### src/rtl/bin_gray_counter_if.sv
// Control and result bundle for the binary/Gray up/down counter.
// Latency: none; a plain grouping of wires.
// Backpressure: none; the counter steps every cycle the master asserts en.
interface bin_gray_counter_if #(
    parameter int WIDTH = 4
) ();
    logic             en;
    logic             up;
    logic             load;
    logic [WIDTH-1:0] load_val;
    logic [WIDTH-1:0] bin_q;
    logic [WIDTH-1:0] gray_q;
    logic             tc;
    logic             wrap_evt;
    logic             step_err;

    // Master drives the count controls and observes the results.
    modport master (
        output en, up, load, load_val,
        input  bin_q, gray_q, tc, wrap_evt, step_err
    );

    // Slave is the counter itself.
    modport slave (
        input  en, up, load, load_val,
        output bin_q, gray_q, tc, wrap_evt, step_err
    );
endinterface

### src/rtl/bin_gray_counter.sv
// Up/down binary counter with registered Gray output, wrap/saturate bounds and a Gray unit-distance checker.
// Latency: one clock from en/load to bin_q/gray_q/wrap_evt/step_err; tc is combinational.
// Backpressure: none; one step per cycle while en is high, load overrides en.
module bin_gray_counter #(
    parameter int WIDTH   = 4,
    parameter int MAX_VAL = (1 << WIDTH) - 1,
    parameter bit WRAP    = 1'b1
) (
    input  logic               clk,
    input  logic               rst,
    bin_gray_counter_if.slave  bus
);
    localparam logic [WIDTH-1:0] MAX  = MAX_VAL[WIDTH-1:0];
    localparam logic [WIDTH-1:0] ZERO = '0;
    localparam logic [WIDTH-1:0] ONE  = {{(WIDTH-1){1'b0}}, 1'b1};

    logic [WIDTH-1:0] cnt_q, cnt_d;
    logic [WIDTH-1:0] gry_q, gry_d;
    logic             wrap_q, wrap_d;
    logic             err_q, err_d;
    logic             step;
    logic             wrapped;

    // True when exactly one bit is set: the Gray step moved a single bit.
    function automatic logic is_unit(input logic [WIDTH-1:0] x);
        return (x != ZERO) && ((x & (x - ONE)) == ZERO);
    endfunction

    // Next count: load (clamped) beats a count step, which beats hold.
    always_comb begin
        cnt_d   = cnt_q;
        step    = 1'b0;
        wrapped = 1'b0;
        if (bus.load) begin
            cnt_d = (bus.load_val > MAX) ? MAX : bus.load_val;
        end else if (bus.en) begin
            step = 1'b1;
            if (bus.up) begin
                if (cnt_q == MAX) begin
                    if (WRAP) begin
                        cnt_d   = ZERO;
                        wrapped = 1'b1;
                    end
                end else begin
                    cnt_d = cnt_q + ONE;
                end
            end else begin
                if (cnt_q == ZERO) begin
                    if (WRAP) begin
                        cnt_d   = MAX;
                        wrapped = 1'b1;
                    end
                end else begin
                    cnt_d = cnt_q - ONE;
                end
            end
        end
        gry_d  = cnt_d ^ (cnt_d >> 1);
        wrap_d = wrapped;
        // Only real count steps are checked; saturated holds leave the value unchanged.
        err_d  = step && (cnt_d != cnt_q) && !is_unit(gry_q ^ gry_d);
    end

    // State and flag registers; reset overrides load and en.
    always_ff @(posedge clk) begin
        if (rst) begin
            cnt_q  <= ZERO;
            gry_q  <= ZERO;
            wrap_q <= 1'b0;
            err_q  <= 1'b0;
        end else begin
            cnt_q  <= cnt_d;
            gry_q  <= gry_d;
            wrap_q <= wrap_d;
            err_q  <= err_d;
        end
    end

    assign bus.bin_q    = cnt_q;
    assign bus.gray_q   = gry_q;
    assign bus.wrap_evt = wrap_q;
    assign bus.step_err = err_q;
    assign bus.tc       = bus.up ? (cnt_q == MAX) : (cnt_q == ZERO);
endmodule

### src/flat_wrapper.sv
// flat-port wrapper written by rule: the top's interface ports become plain ports
module bin_gray_counter_flat 
#(
    parameter int WIDTH   = 4,
    parameter int MAX_VAL = (1 << WIDTH) - 1,
    parameter bit WRAP    = 1'b1
)
  (clk, rst, bus_en, bus_up, bus_load, bus_load_val, bus_bin_q, bus_gray_q, bus_tc, bus_wrap_evt, bus_step_err);
  bin_gray_counter_if #(.WIDTH(WIDTH)) bus_i ();
  input  logic clk;
  input  logic rst;
  input wire logic [$bits(bus_i.en)-1:0] bus_en;
  input wire logic [$bits(bus_i.up)-1:0] bus_up;
  input wire logic [$bits(bus_i.load)-1:0] bus_load;
  input wire logic [$bits(bus_i.load_val)-1:0] bus_load_val;
  output wire logic [$bits(bus_i.bin_q)-1:0] bus_bin_q;
  output wire logic [$bits(bus_i.gray_q)-1:0] bus_gray_q;
  output wire logic [$bits(bus_i.tc)-1:0] bus_tc;
  output wire logic [$bits(bus_i.wrap_evt)-1:0] bus_wrap_evt;
  output wire logic [$bits(bus_i.step_err)-1:0] bus_step_err;
  assign bus_i.en = bus_en;
  assign bus_i.up = bus_up;
  assign bus_i.load = bus_load;
  assign bus_i.load_val = bus_load_val;
  assign bus_bin_q = bus_i.bin_q;
  assign bus_gray_q = bus_i.gray_q;
  assign bus_tc = bus_i.tc;
  assign bus_wrap_evt = bus_i.wrap_evt;
  assign bus_step_err = bus_i.step_err;
  bin_gray_counter #(.WIDTH(WIDTH), .MAX_VAL(MAX_VAL), .WRAP(WRAP)) u_core (.clk(clk), .rst(rst), .bus(bus_i));
endmodule
### config.mk
export PLATFORM = sky130hd
export DESIGN_NAME = bin_gray_counter_flat
export DESIGN_NICKNAME = d
export VERILOG_FILES = /design/src/rtl/bin_gray_counter_if.sv /design/src/rtl/bin_gray_counter.sv /design/src/flat_wrapper.sv
export SDC_FILE = /design/constraint.sdc
export NUM_CORES = 1
export LEC_CHECK = 0
export BUFFER_PORTS_ARGS = -buffer_cell sky130_fd_sc_hd__buf_4
export CAP_MARGIN = 5
export CORE_AREA = 2 2 39 41
export CTS_CLUSTER_SIZE = 14
export DETAILED_ROUTE_END_ITERATION = 8
export DIE_AREA = 0 0 41 43
export PLACE_DENSITY = 0.78
export SETUP_SLACK_MARGIN = 0.5
export SLEW_MARGIN = 20
export SYNTH_ARGS = -nofsm -noshare
export SYNTH_HDL_FRONTEND = slang
export SYNTH_SLANG_ARGS = --single-unit
### constraint.sdc
create_clock -name clk -period 4.75 [get_ports clk]
set_input_delay 0.2375 -clock clk [delete_from_list [all_inputs] [get_ports clk]]
set_output_delay 0.2375 -clock clk [all_outputs]
set_load 0.1 [all_outputs]
==> results of run 1 <==
==> cells by family (layout without fill, tap and decap cells) <==
group | Yosys count | count (layout) | share of synthesized area
AO/OA/AOI/OAI | 16 | 16 | 0.198
XOR/XNOR | 8 | 8 | 0.128
adder cells (fa/ha/maj) | 2 | 2 | 0.0377
buffers and inverters | 8 | 26 | 0.0792
flip-flops | 9 | 9 | 0.272
multiplexers | 3 | 3 | 0.0453
AND/OR/NAND/NOR | 28 | 28 | 0.240
==> per-layer routing <==
metal / part of all wire / global-route usage / routed length [um] / vias up
met5: 0 / 0 / 0 / -
met4: 0.011 / 0.0600 / 14 / 0
met3: 0.053 / 0.0785 / 70 / 2
met2: 0.47 / 0.278 / 618 / 14
met1: 0.47 / 0.238 / 613 / 276
li1: - / - / - / 300
==> flip-flops by register name (all words and copies together) (netlist names) <==
register and count:
u_core.bus.gray_q 4, u_core.bus.step_err 1, u_core.bus.wrap_evt 1, u_core.bus.bin_q 3
==> worst max path at each step <==
| stage | endpoint | startpoint | slack [ns] | cells past startpoint |
|---|---|---|---|---|
| finish | u_core.bus.step_err$_SDFF_PP0_ | u_core.bus.bin_q[0]$_SDFF_PP0_ | 2.37 | 8 |
| detailed placement | u_core.bus.step_err$_SDFF_PP0_ | u_core.bus.bin_q[0]$_SDFF_PP0_ | 2.38 | 8 |
| global placement | u_core.bus.step_err$_SDFF_PP0_ | u_core.bus.bin_q[0]$_SDFF_PP0_ | 2.49 | 8 |
| floorplan | u_core.bus.wrap_evt$_SDFF_PP0_ | u_core.bus.bin_q[0]$_SDFF_PP0_ | 1.43 | 5 |
| global route | u_core.bus.step_err$_SDFF_PP0_ | u_core.bus.bin_q[0]$_SDFF_PP0_ | 2.22 | 8 |
| CTS | u_core.bus.step_err$_SDFF_PP0_ | u_core.bus.bin_q[0]$_SDFF_PP0_ | 2.36 | 8 |
==> power groups by stage <==
stage	registers [mW]	clock network (mW)	logic, mW
6_report	0.0920	0.0590	0.151
5_1_grt	0.0935	0.0656	0.159
4_1_cts	0.0921	0.0610	0.151
3_5_place_dp	0.0938	0	0.151
3_3_place_gp	0.0933	0	0.149
2_1_floorplan	0.142	0	0.0763
==> cell type report <==
cell class | instances | area share
repair buffers | 19 | 0.174
clock buffers | 4 | 0.0321
multi-input cells | 57 | 0.535
inverters | 3 | 0.0138
well taps | 16 | 0.0245
flip-flops and latches | 9 | 0.220
==> placed cells by master, fill, tap and decap left out, types with 3 or more instances in the layout <==
cell type	count
sky130_fd_sc_hd__dfxtp_1	9
sky130_fd_sc_hd__mux2i_1	3
sky130_fd_sc_hd__buf_4	19
sky130_fd_sc_hd__nor2b_1	3
sky130_fd_sc_hd__xor2_1	4
sky130_fd_sc_hd__nor3b_1	3
sky130_fd_sc_hd__xnor2_1	3
sky130_fd_sc_hd__nor2_1	7
sky130_fd_sc_hd__clkbuf_4	3
sky130_fd_sc_hd__inv_1	3
sky130_fd_sc_hd__a21oi_1	5
==> metrics by stage <==
stage	hold slack, ns	worst slack, ns	total power, mW	util
2_1_floorplan	0.307	1.43	0.219	-
5_1_grt	0.196	2.22	0.319	0.591
3_3_place_gp	0.473	2.49	0.242	0.572
3_5_place_dp	0.471	2.38	0.245	0.572
4_1_cts	0.198	2.36	0.305	0.591
6_report	0.202	2.37	0.302	0.591
==> qor.log, run 1 <==
qor: outcome.result_of_the_run complete, no violations
qor: cells_and_area.sequential_cell_area 180 sq um
qor: worst_hold_path.worstHoldEndpoint u_core.bus.bin_q[2]$_SDFF_PP0_
qor: sta.worstMarginPinSlew 0.563 ns
qor: power.combinationalPowerShare 0.499
qor: synthesis.yosys.cell_count.top_type sky130_fd_sc_hd__dfxtp_1
qor: sta.fin_crit_sh 0.501
qor: place.post_dp_cell_area 792 sq um
qor: power.share_seq_of_total_power 0.305
qor: worst_setup_path.critPathCaptureType flip-flop
qor: synthesis.synth_top_flop_cell sky130_fd_sc_hd__dfxtp_1
qor: cells_and_area.finish.net_count 104
qor: route.drt.antenna.violating_nets 0
qor: worst_setup_path.crit_family multiplexers
qor: cells_and_area.number_of_standard_cells_in_the_layout_taps_in_and_fillers_out 108
qor: worst_setup_path.cp_num_buf_inv 1
qor: sta.final.setup.tns 0 ns
qor: route.via_count 592
qor: floorplanning.fp.dieArea 1760 sq um
qor: clock_network.cts-buffers-inserted 3
qor: power.power_density_relative_to_cell_area 369 nW/um^2
qor: clock_network.tritoncts built
qor: sta.slew_headroom 0.622
qor: floorplanning.core_area 1380 sq um
qor: sta.timing.final.crit_period 2.38 ns
qor: worst_setup_path.data_required_time_at_the_worst_endpoint 4.93 ns
qor: worst_setup_path.r2r_cells 8
qor: worst_setup_path.timing.critical_path.from_type flip-flop
qor: synthesis.synthDominantAreaCellType sky130_fd_sc_hd__dfxtp_1
qor: synthesis.netlist_top_cells_count 9 x sky130_fd_sc_hd__dfxtp_1, 7 x sky130_fd_sc_hd__nor2_1, 5 x sky130_fd_sc_hd__a21oi_1, 4 x sky130_fd_sc_hd__xor2_1
qor: synthesis.synth.ff_latch_count 9
qor: worst_hold_path.hold_path.class input port to flip-flop
qor: route.detail_route.first_pass.iterations 3
qor: synthesis.synth_area 663 sq um
qor: sta.final_max_slew_viol_count 0
qor: worst_hold_path.min_delay_path_depth 2
qor: worst_setup_path.maximum_fanout_along_the_worst_path 8
qor: synthesis.ys_top_cells_by_area sky130_fd_sc_hd__dfxtp_1 27%, sky130_fd_sc_hd__xor2_1 5.3%, sky130_fd_sc_hd__mux2i_1 4.5%
qor: place.placed_cells_incl_taps 104
qor: clock_network.postCtsHoldBufs 0
qor: clock_network.master_cell_of_the_clock_root_buffer sky130_fd_sc_hd__clkbuf_4
qor: power.leakagePower 0.377 nW
qor: route.avgRoutedWirePerCell 12.2 um
qor: worst_setup_path.worst-endpoint-arrival 2.56 ns
qor: cells_and_area.final_area 818 sq um
qor: route.routed_wl 1320 um
qor: cells_and_area.fraction_of_layout_instances_using_a_drive_strength_above_1 0.304
qor: synthesis.synth.net_count 85
qor: sta.grt_setup_unrepaired false
qor: worst_setup_path.ff2ff_setup_slack 2.37 ns
qor: clock_network.h-tree-depth 1
qor: route.viasPerCell 5.48
qor: power.clockPowerShare 0.196
qor: worst_setup_path.regToRegStartpoint u_core.bus.bin_q[0]$_SDFF_PP0_
qor: worst_setup_path.path_common_cell sky130_fd_sc_hd__mux2i_1
qor: synthesis.synth.distinct_cells 34
qor: power.peakVddDrop 0.206 mV
qor: clock_network.clkTransAtPathRegs 0.06 ns
qor: place.portBuffers 19
qor: floorplanning.io_pins 20
qor: global_route.largest_net_degree_at_the_start_of_global_routing 12
qor: global_route.antenna_found_initial 0
qor: flow_run.cap_violations 0
qor: floorplanning.chipWidth 41 um
qor: synthesis.yosysWarnings 0
qor: worst_setup_path.cells_along_the_critical_path inv_1 > ha_1 > mux2i_1 > mux2i_1 > nand2_2 > xor3_1 > nor2b_1 > a221oi_2
qor: clock_network.cts_setup_buffers 0
qor: sta.skew 0.00105 ns
qor: clock_network.clk-insertion-delay-late 0.26 ns
qor: global_route.globalRoute.totalOverflow 0
qor: route.detail_route.drc_violations 0
qor: cells_and_area.fillerInstances 122
qor: floorplanning.rows 14
qor: global_route.grt_util_all_layers 0.188
qor: sta.final-hold-violation-count 0
qor: floorplanning.die-height 43 um
qor: power.switching_share 0.457
qor: clock_network.clock-sinks 9
qor: synthesis.synthArstFlopShare 0
qor: global_route.global_route_wire_length_before_repair 2220 um
qor: worst_setup_path.crit_path_top_delay_cell sky130_fd_sc_hd__dfxtp_1
qor: route.detailedRoute.firstIterationViolations 2
qor: synthesis.netlist_instances 74
qor: global_route.grt_pass1_vias 502
qor: cells_and_area.multi_input_comb_area 438 sq um
qor: worst_hold_path.worst_hold_startpoint rst
qor: place.gp_routability_congestion 0.820
qor: place.dp_hpwl 1020 um
qor: power.net-switching-power 138 uW
qor: sta.max_freq 0.420 GHz
qor: floorplanning.initial_utilization 0.479
qor: clock_network.cts-root-to-sink-buffers 2
qor: synthesis.synth_seq_area_share 0.272
qor: worst_setup_path.r2r_end u_core.bus.step_err$_SDFF_PP0_
qor: synthesis.avgSynthCellArea 8.96 sq um
qor: cells_and_area.diodes 0
qor: power.internal_power 164 uW
qor: cells_and_area.flow.area_growth_from_synthesis 23.4%
qor: worst_setup_path.path_class flip-flop to flip-flop
qor: synthesis.synthDominantCellAreaShare 0.272
qor: clock_network.cts_repair_resize_count 0
qor: worst_setup_path.slowest_delay 0.45 ns
qor: sta.setup-violations-final 0
qor: synthesis.synth_edf_count 0
(Power assumes the default switching activity.)
==> inputs of run 2 (changes only) <==
- ABC_AREA: default -> 1
- CORE_AREA: 2 2 39 41 -> default
- CORE_MARGIN: default -> 2
- CORE_UTILIZATION: default -> 51
- DIE_AREA: 0 0 41 43 -> default
- PLACE_DENSITY: 0.78 -> 0.77
- clock period: 4.75 -> 2.2 ns (I/O delays scaled with it)
==> run 2 against run 1 <==
  * Worst setup slack got worse by 2.0 ns
  * Routed wire length increased by 46%
  * Core utilization increased by 21 points
  * Area after synthesis increased by 15%
  * Combinational power increased by 140%
  * Design area increased by 32%
  * Power increased by 130%
  * Cell count increased by 50%
  * First-iteration DRC count increased to 11 times the previous value
  * Hold slack got worse by 0.14 ns
==> qor.log, run 2 <==
qor: outcome.result_of_the_run complete, no violations
qor: synthesis.synth_simple_gate_area_share 0.500 [+0.260]
qor: cells_and_area.diodes 0 [unchanged]
qor: synthesis.synth_top_flop_cell sky130_fd_sc_hd__dfxtp_1
qor: sta.slew_headroom 0.816 [+0.194]
qor: clock_network.clk-insertion-delay-late 0.27 ns [about the same]
qor: clock_network.h-tree-depth 1 [unchanged]
qor: route.viasPerCell 5.30 [-3.3%]
qor: clock_network.cts-root-to-sink-buffers 2 [unchanged]
qor: worst_setup_path.worst-endpoint-arrival 2.04 ns [-0.52 ns]
qor: worst_setup_path.cp_num_buf_inv 1 [unchanged]
qor: sta.max_freq 0.545 GHz [+30%]
qor: worst_setup_path.r2r_cells 14 [+6]
qor: route.detail_route.drc_violations 0 [unchanged]
qor: global_route.globalRoute.totalOverflow 0 [unchanged]
qor: floorplanning.io_pins 20 [unchanged]
qor: cells_and_area.fraction_of_layout_instances_using_a_drive_strength_above_1 0.497 [+0.192]
qor: cells_and_area.finish.utilization 0.800 [+0.208]
qor: place.gp_routability_congestion 0.842 [+2.6%]
qor: floorplanning.core_area 1350 sq um [-2.4%]
qor: power.peakVddDrop 0.437 mV [+110%]
qor: flow_run.cap_violations 0 [unchanged]
qor: cells_and_area.mostFrequentLayoutCell sky130_fd_sc_hd__buf_4
qor: route.via_count 859 [+45%]
qor: synthesis.netlist_instances 119 [+61%]
qor: cells_and_area.largest_register_ffs 4 [unchanged]
qor: global_route.grt_pass1_vias 769 [+53%]
qor: synthesis.synth.ff_latch_count 9 [unchanged]
qor: route.drt.antenna.violating_nets 0 [unchanged]
qor: sta.skew 0.00331 ns [+0.00226 ns]
qor: synthesis.synthDominantCellAreaShare 0.235 [-0.0364]
qor: synthesis.synth.distinct_cells 21 [-38%]
qor: synthesis.yosysWarnings 0 [unchanged]
qor: worst_setup_path.maximum_fanout_along_the_worst_path 5 [-3]
qor: route.detailedRoute.firstIterationViolations 22 [+20]
qor: synthesis.synth_area 766 sq um [+15%]
qor: clock_network.tritoncts built
qor: synthesis.synthDominantAreaCellType sky130_fd_sc_hd__dfxtp_1
qor: route.detail_route.first_pass.iterations 4 [+1]
qor: worst_setup_path.data_required_time_at_the_worst_endpoint 2.41 ns [-2.52 ns]
qor: sta.final-hold-violation-count 0 [unchanged]
qor: synthesis.yosys.cell_count.top_type sky130_fd_sc_hd__nand2_1
qor: synthesis.ys_top_cells_by_area sky130_fd_sc_hd__dfxtp_1 24%, sky130_fd_sc_hd__nand2_1 15%, sky130_fd_sc_hd__nand3_1 13%
qor: sta.timing.hold.ws 0.0576 ns [-0.145 ns]
qor: worst_hold_path.min_delay_path_depth 2 [unchanged]
qor: synthesis.synth_edf_count 0 [unchanged]
qor: worst_setup_path.r2r_end u_core.bus.step_err$_SDFF_PP0_
qor: clock_network.master_cell_of_the_clock_root_buffer sky130_fd_sc_hd__clkbuf_4
qor: global_route.largest_net_degree_at_the_start_of_global_routing 10 [-2]
qor: worst_setup_path.crit_family simple AND/OR/NAND/NOR gates
qor: synthesis.synth-compound-area-share 0.113 [-0.0854]
qor: worst_setup_path.cells_along_the_critical_path inv_4 > ha_4 > nand2_2 > nand2_2 > nand2_4 > a21oi_4 > nand3_2 > nand3_2 > nand2_2 > nor2_4 > nand2_1 > nand2_1 > nand2_1 > a21oi_2
qor: power.leakagePower 0.536 nW [+42%]
qor: sta.final.setup.tns 0 ns [unchanged]
qor: synthesis.netlist_top_cells_count 31 x sky130_fd_sc_hd__nand2_1, 20 x sky130_fd_sc_hd__nand3_1, 9 x sky130_fd_sc_hd__dfxtp_1, 9 x sky130_fd_sc_hd__inv_1, 9 x sky130_fd_sc_hd__nor2_1
qor: synthesis.largest_family_of_logic_cells_by_synthesized_area simple AND/OR/NAND/NOR gates
qor: cells_and_area.mostFrequentLayoutCells 27 x sky130_fd_sc_hd__buf_4, 26 x sky130_fd_sc_hd__nand2_1, 14 x sky130_fd_sc_hd__nand3_1
qor: cells_and_area.final_area 1080 sq um [+32%]
qor: global_route.antenna_found_initial 0 [unchanged]
qor: worst_hold_path.worstHoldEndpoint u_core.bus.bin_q[1]$_SDFF_PP0_
qor: place.portBuffers 19 [unchanged]
qor: worst_setup_path.slowest_delay 0.38 ns [-0.07 ns]
qor: worst_setup_path.critPathCaptureType flip-flop
qor: clock_network.clkTransAtPathRegs 0.07 ns [about the same]
qor: route.routed_wl 1930 um [+46%]
qor: synthesis.synth.net_count 130 [+53%]
qor: worst_setup_path.path_class flip-flop to flip-flop
qor: sta.worstMarginPinSlew 0.278 ns [-0.285 ns]
qor: power.power_density_relative_to_cell_area 644 nW/um^2 [+75%]
qor: sta.setup-violations-final 0 [unchanged]
qor: worst_setup_path.regToRegStartpoint u_core.bus.bin_q[1]$_SDFF_PP0_
qor: synthesis.synth-adder-area-share 0.0327 [-0.00506]
qor: worst_setup_path.timing.critical_path.from_type flip-flop
qor: worst_setup_path.startpoint u_core.bus.bin_q[1]$_SDFF_PP0_
qor: floorplanning.rows 13 [-1]
qor: floorplanning.chipWidth 42.8 um [+4.3%]
qor: worst_setup_path.ff2ff_setup_slack 0.36 ns [-2.00 ns]
qor: floorplanning.initial_utilization 0.567 [+0.0880]
qor: place.post_dp_cell_area 946 sq um [+19%]
qor: cells_and_area.flow.area_growth_from_synthesis 41.0%
qor: synthesis.synth_seq_area_share 0.235 [-0.0364]
qor: sta.fin_crit_sh 0.834 [+0.333]
qor: sta.grt_setup_unrepaired true
qor: cells_and_area.finish.net_count 159 [+53%]
qor: worst_setup_path.crit_path_top_delay_cell sky130_fd_sc_hd__dfxtp_4
qor: floorplanning.fp.dieArea 1830 sq um [+3.7%]
qor: clock_network.clock-sinks 9 [unchanged]
qor: synthesis.synth_xor_area_frac 0.0212 [-0.107]
qor: synthesis.avgSynthCellArea 6.43 sq um [-28%]
qor: floorplanning.die-height 42.8 um [-0.58%]
qor: clock_network.cts-buffers-inserted 3 [unchanged]
qor: synthesis.synthArstFlopShare 0 [unchanged]
qor: sta.timing.final.crit_period 1.84 ns [-0.545 ns]
qor: global_route.grt_util_all_layers 0.222 [+0.0347]
qor: worst_hold_path.worst_hold_startpoint rst
qor: global_route.global_route_wire_length_before_repair 3140 um [+41%]
qor: place.dp_hpwl 1300 um [+27%]
qor: synthesis.synth.area.mux_share 0 [-0.0453]
qor: route.avgRoutedWirePerCell 11.9 um [-2.5%]
qor: sta.final_max_slew_viol_count 0 [unchanged]
qor: worst_hold_path.hold_path.class input port to flip-flop
-- run 2: worst register-to-register path, cell delays in order, from the launching register on --
cell and delay [ns]:
sky130_fd_sc_hd__dfxtp_4 0.38, sky130_fd_sc_hd__inv_4 0.04, sky130_fd_sc_hd__ha_4 0.26, sky130_fd_sc_hd__nand2_2 0.05, sky130_fd_sc_hd__nand2_2 0.09, sky130_fd_sc_hd__nand2_4 0.07
sky130_fd_sc_hd__a21oi_4 0.23, sky130_fd_sc_hd__nand3_2 0.10, sky130_fd_sc_hd__nand3_2 0.07, sky130_fd_sc_hd__nand2_2 0.07, sky130_fd_sc_hd__nor2_4 0.12, sky130_fd_sc_hd__nand2_1 0.05
sky130_fd_sc_hd__nand2_1 0.06, sky130_fd_sc_hd__nand2_1 0.06, sky130_fd_sc_hd__a21oi_2 0.12
-- run 2: stage by stage --
stage / total power, mW / instances / setup WS (ns)
after floorplan: 0.464 / 119 / 0.244
after global placement: 0.520 / 150 / 0.406
final: 0.695 / 162 / 0.364
after detailed placement: 0.524 / 150 / 0.360
after global routing: 0.734 / 162 / 0.191
after CTS: 0.669 / 158 / 0.418
-- run 2: timing repair --
action | in CTS | in global routing
endpoints found under the hold margin | 0 | 0
setup endpoints to repair | 1 | 1
cloned | 0 | 0
resized for setup | 2 | 11
setup buffers | 4 | 4
hold buffers | 0 | 0
pin swaps | 4 | 11
-- run 2: where the power goes --
part           internal [mW]  switching (mW)
Clock                 0.0703          0.0659
Combinational          0.114           0.252
Sequential             0.176          0.0180
Total                  0.360           0.336
-- run 2: worst max-delay path by stage --
stage	end	slack, ns	cells past startpoint
2_1_floorplan	u_core.bus.step_err$_SDFF_PP0_	0.24	14
3_3_place_gp	u_core.bus.step_err$_SDFF_PP0_	0.41	14
3_5_place_dp	u_core.bus.step_err$_SDFF_PP0_	0.36	14
4_1_cts	u_core.bus.step_err$_SDFF_PP0_	0.42	15
5_1_grt	u_core.bus.step_err$_SDFF_PP0_	0.19	15
6_report	u_core.bus.step_err$_SDFF_PP0_	0.36	14
-- run 2: layout make-up --
cell class,instances,area [sq um]
multi-input cells,92,576
fillers,108,270
repair buffers,27,203
flip-flops and latches,9,193
inverters,15,63.8
clock buffers,4,26.3
well taps,15,18.8
-- run 2: per-layer routing --
layer / share of wire / routed length (um) / vias up / global-route usage
met2: 0.51 / 989 / 22 / 0.382
met3: 0.051 / 99 / 4 / 0.0298
li1: - / - / 441 / -
met1: 0.42 / 801 / 392 / 0.269
met4: 0.019 / 36 / 0 / 0.106
met5: 0 / 0 / - / 0
-- run 2: cell families (layout without fill, tap and decap cells) --
family	after synthesis	count (layout)
AND/OR/NAND/NOR	77	77
buffers and inverters	18	46
AO/OA/AOI/OAI	12	12
flip-flops	9	9
adder cells (fa/ha/maj)	2	2
XOR/XNOR	1	1
